--- config.mk ---
export PLATFORM = sky130hd
export DESIGN_NAME = if_id_elastic_reg_flat
export DESIGN_NICKNAME = d
export VERILOG_FILES = /design/src/rtl/if_id_elastic_if.sv /design/src/rtl/if_id_elastic_reg.sv /design/src/flat_wrapper.sv
export SDC_FILE = /design/constraint.sdc
export NUM_CORES = 1
export LEC_CHECK = 0
export BUFFER_PORTS_ARGS = -buffer_cell sky130_fd_sc_hd__buf_4
export CAP_MARGIN = 10
export CORE_MARGIN = 10
export CORE_UTILIZATION = 55
export DETAILED_ROUTE_END_ITERATION = 6
export PLACE_DENSITY = 0.87
export SYNTH_ARGS = -nofsm -noshare
export SYNTH_HDL_FRONTEND = slang
export SYNTH_SLANG_ARGS = --single-unit
--- constraint.sdc ---
create_clock -name clk -period 4.4 [get_ports clk]
set_input_delay 0.66 -clock clk [delete_from_list [all_inputs] [get_ports clk]]
set_output_delay 0.66 -clock clk [all_outputs]
set_load 0.005 [all_outputs]
--- src/rtl/if_id_elastic_if.sv ---
// Fetch-to-decode handshake bundle: one entry is an instruction word plus its sideband.
// The slave modport is the pipeline register; the master side is the fetch and decode pair around it.
interface if_id_elastic_if #(
  parameter int DATA_W = 32,
  parameter int SIDE_W = 1
);
  logic              in_valid;
  logic [DATA_W-1:0] in_data;
  logic [SIDE_W-1:0] in_side;
  logic              in_ready;
  logic              out_valid;
  logic [DATA_W-1:0] out_data;
  logic [SIDE_W-1:0] out_side;
  logic              out_ready;

  modport slave (
    input  in_valid, in_data, in_side, out_ready,
    output in_ready, out_valid, out_data, out_side
  );

  modport master (
    output in_valid, in_data, in_side, out_ready,
    input  in_ready, out_valid, out_data, out_side
  );
endinterface

--- src/rtl/if_id_elastic_reg.sv ---
// IF/ID boundary register with an elastic valid/ready handshake and a one-entry skid buffer.
// Adds stall, flush and bubble controls, and a saturating count of flushes since reset.
module if_id_elastic_reg #(
  parameter int                 DATA_W    = 32,
  parameter int                 SIDE_W    = 1,
  parameter logic [DATA_W-1:0]  NOP_VALUE = '0,
  parameter int                 CNT_W     = 8
) (
  input  logic             clk,
  input  logic             reset,
  if_id_elastic_if.slave   bus,
  input  logic             stall,
  input  logic             flush,
  input  logic             bubble,
  output logic [1:0]       occupancy,
  output logic [CNT_W-1:0] flush_cnt
);

  // The state encoding equals the number of entries held, so occupancy is the state itself.
  typedef enum logic [1:0] {
    EMPTY = 2'd0,
    ONE   = 2'd1,
    FULL  = 2'd2
  } state_t;

  state_t            state;
  logic [DATA_W-1:0] m_data;
  logic [SIDE_W-1:0] m_side;
  logic [DATA_W-1:0] s_data;
  logic [SIDE_W-1:0] s_side;

  logic              accept;
  logic              take;
  logic [DATA_W-1:0] in_data_q;
  logic [SIDE_W-1:0] in_side_q;

  // Handshake: a transfer happens on a rising edge where valid and ready are both high.
  // in_ready depends on registered state only, and stall blocks the decode-side transfer.
  assign bus.in_ready  = (state != FULL);
  assign bus.out_valid = (state != EMPTY);
  assign bus.out_data  = m_data;
  assign bus.out_side  = m_side;
  assign occupancy     = state;

  assign accept = bus.in_valid & bus.in_ready;
  assign take   = bus.out_valid & bus.out_ready & ~stall;

  // A bubbled entry still occupies a slot, but it carries a NOP.
  assign in_data_q = bubble ? NOP_VALUE : bus.in_data;
  assign in_side_q = bubble ? '0 : bus.in_side;

  always_ff @(posedge clk or posedge reset) begin
    if (reset) begin
      state     <= EMPTY;
      m_data    <= NOP_VALUE;
      m_side    <= '0;
      s_data    <= NOP_VALUE;
      s_side    <= '0;
      flush_cnt <= '0;
    end else if (flush) begin
      state  <= EMPTY;
      m_data <= NOP_VALUE;
      m_side <= '0;
      s_data <= NOP_VALUE;
      s_side <= '0;
      if (flush_cnt != {CNT_W{1'b1}}) begin
        flush_cnt <= flush_cnt + {{(CNT_W-1){1'b0}}, 1'b1};
      end
    end else begin
      case (state)
        EMPTY: begin
          if (accept) begin
            state  <= ONE;
            m_data <= in_data_q;
            m_side <= in_side_q;
          end
        end
        ONE: begin
          if (accept && take) begin
            m_data <= in_data_q;
            m_side <= in_side_q;
          end else if (accept) begin
            state  <= FULL;
            s_data <= in_data_q;
            s_side <= in_side_q;
          end else if (take) begin
            state  <= EMPTY;
            m_data <= NOP_VALUE;
            m_side <= '0;
          end
        end
        FULL: begin
          // The older skid entry moves up; a newer input can never overtake it.
          if (take) begin
            state  <= ONE;
            m_data <= s_data;
            m_side <= s_side;
            s_data <= NOP_VALUE;
            s_side <= '0;
          end
        end
        default: begin
          state  <= EMPTY;
          m_data <= NOP_VALUE;
          m_side <= '0;
        end
      endcase
    end
  end

endmodule

--- src/flat_wrapper.sv ---
// flat-port wrapper written by rule: the top's interface ports become plain ports
module if_id_elastic_reg_flat 
#(
  parameter int                 DATA_W    = 32,
  parameter int                 SIDE_W    = 1,
  parameter logic [DATA_W-1:0]  NOP_VALUE = '0,
  parameter int                 CNT_W     = 8
)
  (clk, reset, stall, flush, bubble, occupancy, flush_cnt, bus_in_valid, bus_in_data, bus_in_side, bus_out_ready, bus_in_ready, bus_out_valid, bus_out_data, bus_out_side);
  if_id_elastic_if #(.DATA_W(DATA_W), .SIDE_W(SIDE_W)) bus_i ();
  input  logic clk;
  input  logic reset;
  input  logic stall;
  input  logic flush;
  input  logic bubble;
  output logic [1:0] occupancy;
  output logic [CNT_W-1:0] flush_cnt;
  input wire logic [$bits(bus_i.in_valid)-1:0] bus_in_valid;
  input wire logic [$bits(bus_i.in_data)-1:0] bus_in_data;
  input wire logic [$bits(bus_i.in_side)-1:0] bus_in_side;
  input wire logic [$bits(bus_i.out_ready)-1:0] bus_out_ready;
  output wire logic [$bits(bus_i.in_ready)-1:0] bus_in_ready;
  output wire logic [$bits(bus_i.out_valid)-1:0] bus_out_valid;
  output wire logic [$bits(bus_i.out_data)-1:0] bus_out_data;
  output wire logic [$bits(bus_i.out_side)-1:0] bus_out_side;
  assign bus_i.in_valid = bus_in_valid;
  assign bus_i.in_data = bus_in_data;
  assign bus_i.in_side = bus_in_side;
  assign bus_i.out_ready = bus_out_ready;
  assign bus_in_ready = bus_i.in_ready;
  assign bus_out_valid = bus_i.out_valid;
  assign bus_out_data = bus_i.out_data;
  assign bus_out_side = bus_i.out_side;
  if_id_elastic_reg #(.DATA_W(DATA_W), .SIDE_W(SIDE_W), .NOP_VALUE(NOP_VALUE), .CNT_W(CNT_W)) u_core (.clk(clk), .reset(reset), .bus(bus_i), .stall(stall), .flush(flush), .bubble(bubble), .occupancy(occupancy), .flush_cnt(flush_cnt));
endmodule
* Word level (Yosys, flattened, before mapping) *
Index checks and enable logic that the tools add are counted.

operators by class
  add/sub/neg operators = 1
  multipliers = 0
  div/mod/pow operators = 0
  magnitude comparators = 0
  eq/ne operators = 11
  shift operators = 0
  mux-type cells = 29
  bitwise logic cells = 4
  reduce and logical (&&, ||, !) cells = 8

operators by type and width
  kind                                            count
  two-way mux 32 bit                              9
  case mux 32 bit (3 select lines)                1
  case mux 32 bit (2 select lines)                1
  two-way mux 2 bit                               6
  AND reduction 4 bit                             3
  two-way mux 1 bit                               9
  != test 3 x 2 -> 1 bit (second input constant)  3
  adder 8 x 1 -> 8 bit (second input constant)    1
  != test 4 x 2 -> 1 bit (second input constant)  2
  != test 8 bit (second input constant)           1
  case mux 2 bit (3 select lines)                 1
  != test 4 bit (second input constant)           1
  AND 1 bit                                       3
  != test 3 bit (second input constant)           1
  case mux 1 bit (3 select lines)                 1
  nonzero test 3 bit                              1
  == test 2 x 1 -> 1 bit (second input constant)  1
  == test 2 bit (second input constant)           1
  logical NOT 2 bit                               1
  != test 2 bit (second input constant)           1
  case mux 1 bit (2 select lines)                 1
  AND reduction 2 bit                             1
  nonzero test 2 bit                              1
  logical AND 1 bit                               1
  NOT 1 bit                                       1

word-level totals
  register bits after elaboration = 76
  latch bits = 0
  bits in writable memories = 0
  ROM bits = 0
  output and inout bits = 45
  memories = 0

* Longest topological paths before layout *
  depth in word-level cells = 8
  gate-level depth with buffers = 7

* Worst setup path before layout *
No wires, ideal clock.

  path kind = reg2out
  start point = register u_core.state[1], in the netlist u_core.occupancy[1]
  end point = output bus_out_valid
  arrival = 1.129 ns
  setup slack = 2.611 ns
  cell stages (with the launch flop) = 5
  cells stage by stage = dfrtp_1 -> buf_6 -> buf_6 -> clkbuf_1 -> or2_2

on the way
  longest elaborated chain between the ends = 1

RTL lines
  item                    RTL line                 RTL
  start, declared         if_id_elastic_reg.sv:26  state_t state;
  start signal, assigned  if_id_elastic_reg.sv:54  state <= EMPTY;
  start signal, assigned  if_id_elastic_reg.sv:61  state <= EMPTY;
  start signal, assigned  if_id_elastic_reg.sv:73  state <= ONE;
  nonzero test 2 bit      if_id_elastic_reg.sv:40  assign bus.out_valid = (state != EMPTY);
  end, declared           flat_wrapper.sv:23       output wire logic [$bits(bus_i.out_valid)-1:0] bus_out_valid;

Every way passes these cells.

* Worst setup path after layout *
  start point = register u_core.state[0], in the netlist u_core.occupancy[0]
  end point = register u_core.m_data[11], in the netlist u_core.bus.out_data[11]

on the way
  longest elaborated chain between the ends = 7
  elaborated cells between the ends (all ways) = 17
  classes of those cells = eq/ne: 7; mux: 3; bitwise: 3; reduce/logical: 4

RTL lines
  item                              RTL line                 RTL
  nonzero test 2 bit                if_id_elastic_reg.sv:40
  AND 1 bit (2 in a row)            if_id_elastic_reg.sv:46  assign take = bus.out_valid & bus.out_ready & ~stall;
  logical AND 1 bit                 if_id_elastic_reg.sv:79  if (accept && take) begin
  two-way mux 32 bit                if_id_elastic_reg.sv:79
  case mux 32 bit (3 select lines)  if_id_elastic_reg.sv:70  case (state)
  two-way mux 32 bit                if_id_elastic_reg.sv:60  end else if (flush) begin
  end signal, assigned              if_id_elastic_reg.sv:74  m_data <= in_data_q;
  end signal, assigned              if_id_elastic_reg.sv:80  m_data <= in_data_q;
  end signal, assigned              if_id_elastic_reg.sv:96  m_data <= s_data;
  end, declared                     if_id_elastic_reg.sv:27  logic [DATA_W-1:0] m_data;

Parallel ways exist; a longest one is shown, timed or not.
A chain may end at the register's enable or synchronous reset.

==> qor.yml <==
yosysMostFrequentCell: "dfrtp_1"
slew_viol_final: 0
cts_resized: 0
post-dp-hpwl_um: 7040
globalplace.congestion: 0.815
cp.arrival_ps: 3210
drive_above_1_share_pct: 27.1
clock_path_buffers: 2
cp-end-kind: "register"
synthArstFlopShare_pct: 100
grt_max_degree: 50
start_util_pct: 56.1
p_sw_share_pct: 30.3
worstRegToRegCells: 5
clock_power_share_pct: 29.8
num_vias: 3514
critPathMaxFanout: 24
worstMarginPinSlew_ps: 1160
cts-htree-levels: 3
finalCritPeriodShare_pct: 67.7
fmax_ghz: 0.336
combPwrFrac_pct: 22.0
wl_per_cell_um: 17.8
vdd_drop_max_v: 0.000245
relSlewSlack_pct: 22.7
synthTopCellsByCount: "76 x dfrtp_1, 53 x nand2_1, 33 x o2bb2ai_1"
startpoint_type: "register"
hp-class: "primary input to asynchronous set/reset pin"
synth_ff_type: "dfrtp_1"
status: "completed"
critPathKind: "register to register"
cts_tree: "built"
ant_nets: 0
setup_violations: 0
required_ps: 4630
syn_area_um2: 4030
rows: 31
p_switching_mw: 0.531
fp.dieW_um: 106
area_delta_synth_final_pct: 20.2
first_pass_iters: 5
ys_warn_count: 0
fin_skew_ps: 9.17
reg2reg_slack_ps: 1420
seqPwrFrac_pct: 48.1
track_usage_pct: 18.0
synth_cell_types: 35
clk_latency_ps: 350
synth_enable_flop_cells: 0
diodes: 0
antenna_found_initial: 0
first_global_vias: 3405
fp.dieArea_um2: 11100
r2r_end: "u_core.bus.out_data[11]$_DFFE_PP0P_"
leakage_nw: 2.17
coreArea_um2: 7180
p_per_area_nw_per_um2: 362
wirelength_um: 10300
internal_power_mw: 1.22
r2r-start: "u_core.occupancy[0]$_DFFE_PP0P_"
dr_wl_met3_um: 722
fin_setup_tns_ps: 0
holdBufCountCts: 0
drc_errors: 0
yosysTopAreaCellShare_pct: 47.2
drv_cap: 0
drt-met1-wl_um: 4380
ys_seq_elements: 76
cts_buffers: 9
synth.avg_cell_area_um2: 9.73
die-height_um: 106
hold_violations: 0
hold_slack_ps: 388
cts_sinks: 76
grt-ovfl-total: 0
synth_top_area_cell: "dfrtp_1"
portBuffers: 84
syn-instance-count: 414
root_buffer: "clkbuf_8"
synth.net_count: 455
cts.clk_slew.worst_paths_ps: 80
synth_area_leaders: "dfrtp_1 47%, o2bb2ai_1 7.2%, nand2_1 4.9%, mux2i_1 4.7%, a2bb2oi_1 3.9%"
top_layer_used: "met4"
via_per_inst: 6.04
pin_count: 85
nets: 519
wl_met2_um: 5080
grt_pass1_wl_um: 16800
post_cts_buffers: 0
rsz0062_at_grt: "false"
period_needed_ps: 2980
drtIter0Drc: 282
seq_area_frac_synth_pct: 47.2
==> worst max-delay path by stage <==
stage / start / endpoint / cells past startpoint
after detailed placement: u_core.occupancy[0]$_DFFE_PP0P_ / u_core.bus.out_data[8]$_DFFE_PP0P_ / 5
after global routing: u_core.occupancy[0]$_DFFE_PP0P_ / u_core.s_data[23]$_DFFE_PP0P_ / 5
final: u_core.occupancy[0]$_DFFE_PP0P_ / u_core.bus.out_data[11]$_DFFE_PP0P_ / 5
after global placement: u_core.occupancy[0]$_DFFE_PP0P_ / u_core.bus.out_side$_DFFE_PP0P_ / 5
after CTS: u_core.occupancy[0]$_DFFE_PP0P_ / bus_in_ready / 2
after floorplan: reset / u_core.bus.out_data[0]$_DFFE_PP0P_ / 1
==> area by class of cell <==
type / instances / area (µm²)
fill: 576 / 2330
timing repair buffer: 91 / 683
clock inverter: 7 / 67.6
inverter: 21 / 80.1
clock buffer: 9 / 124
sequential: 76 / 1900
tap: 99 / 124
multi-input combinational: 279 / 1860
==> per-layer routing <==
layer	vias up	track usage, %
met3	15	4.20
met4	0	7.45
met2	149	29.2
li1	1627	-
met5	-	0
met1	1723	22.8
==> critical path, stage by stage (launching register included) <==
cell	delay [ps]
dfrtp_1	900
nand2b_1	790
a21oi_1	170
o21ai_2	490
buf_4	370
o2bb2ai_1	120
==> state kept, by name, summed over array words and instances, names as in the netlist <==
signal / cells
u_core.s_data: 32
u_core.bus.out_data: 32
u_core.s_side: 1
u_core.bus.out_side: 1
u_core.occupancy: 2
u_core.flush_cnt: 8
==> through the flow <==
stage / setup WS (ps) / power (mW) / area (µm²) / std cells / util, %
2_1_floorplan: 1800 / 1.07 / 4030 / 414 / -
3_3_place_gp: 1680 / 1.22 / 4650 / 566 / 64.8
3_5_place_dp: 1540 / 1.25 / 4650 / 566 / 64.8
4_1_cts: 1510 / 1.76 / 4840 / 582 / 67.5
5_1_grt: 1290 / 1.84 / 4840 / 582 / 67.5
6_report: 1420 / 1.75 / 4840 / 582 / 67.5
==> logic make-up after synthesis <==
logic type      synth area share, %
flops                          47.2
buf+inv                        7.02
compound gates                 22.6
xor+xnor                      0.652
fa+ha+maj                     0.311
mux                            5.28
simple gates                   16.9
==> cells in the final DEF (no fill, tap or decap), types with 2 or more instances in the layout <==
master     instances
o2bb2ai_1         33
nand4_1            3
clkinv_4           2
a21oi_1           20
or3b_2            15
xnor2_1            3
buf_4             91
o41ai_1           15
nand2_1           53
dfrtp_1           75
nand2b_1           4
nor3_1             2
clkbuf_8           9
nor2_1             3
nand3_1           23
mux2i_1           19
nor2b_1           20
a31oi_1           15
a2bb2oi_1         18
mux2_2             2
o21ai_1            7
o21ai_0           12
clkinv_2           5
inv_1             20
==> power by group through the flow <==
| stage | sequential [mW] | clock, mW | combinational, mW |
|---|---|---|---|
| finish | 0.843 | 0.522 | 0.386 |
| floorplan | 0.838 | 0 | 0.235 |
| global route | 0.855 | 0.560 | 0.429 |
| CTS | 0.843 | 0.528 | 0.392 |
| detailed placement | 0.855 | 0 | 0.390 |
| global placement | 0.850 | 0 | 0.374 |
No activity file was read; power rests on OpenSTA's default activity.
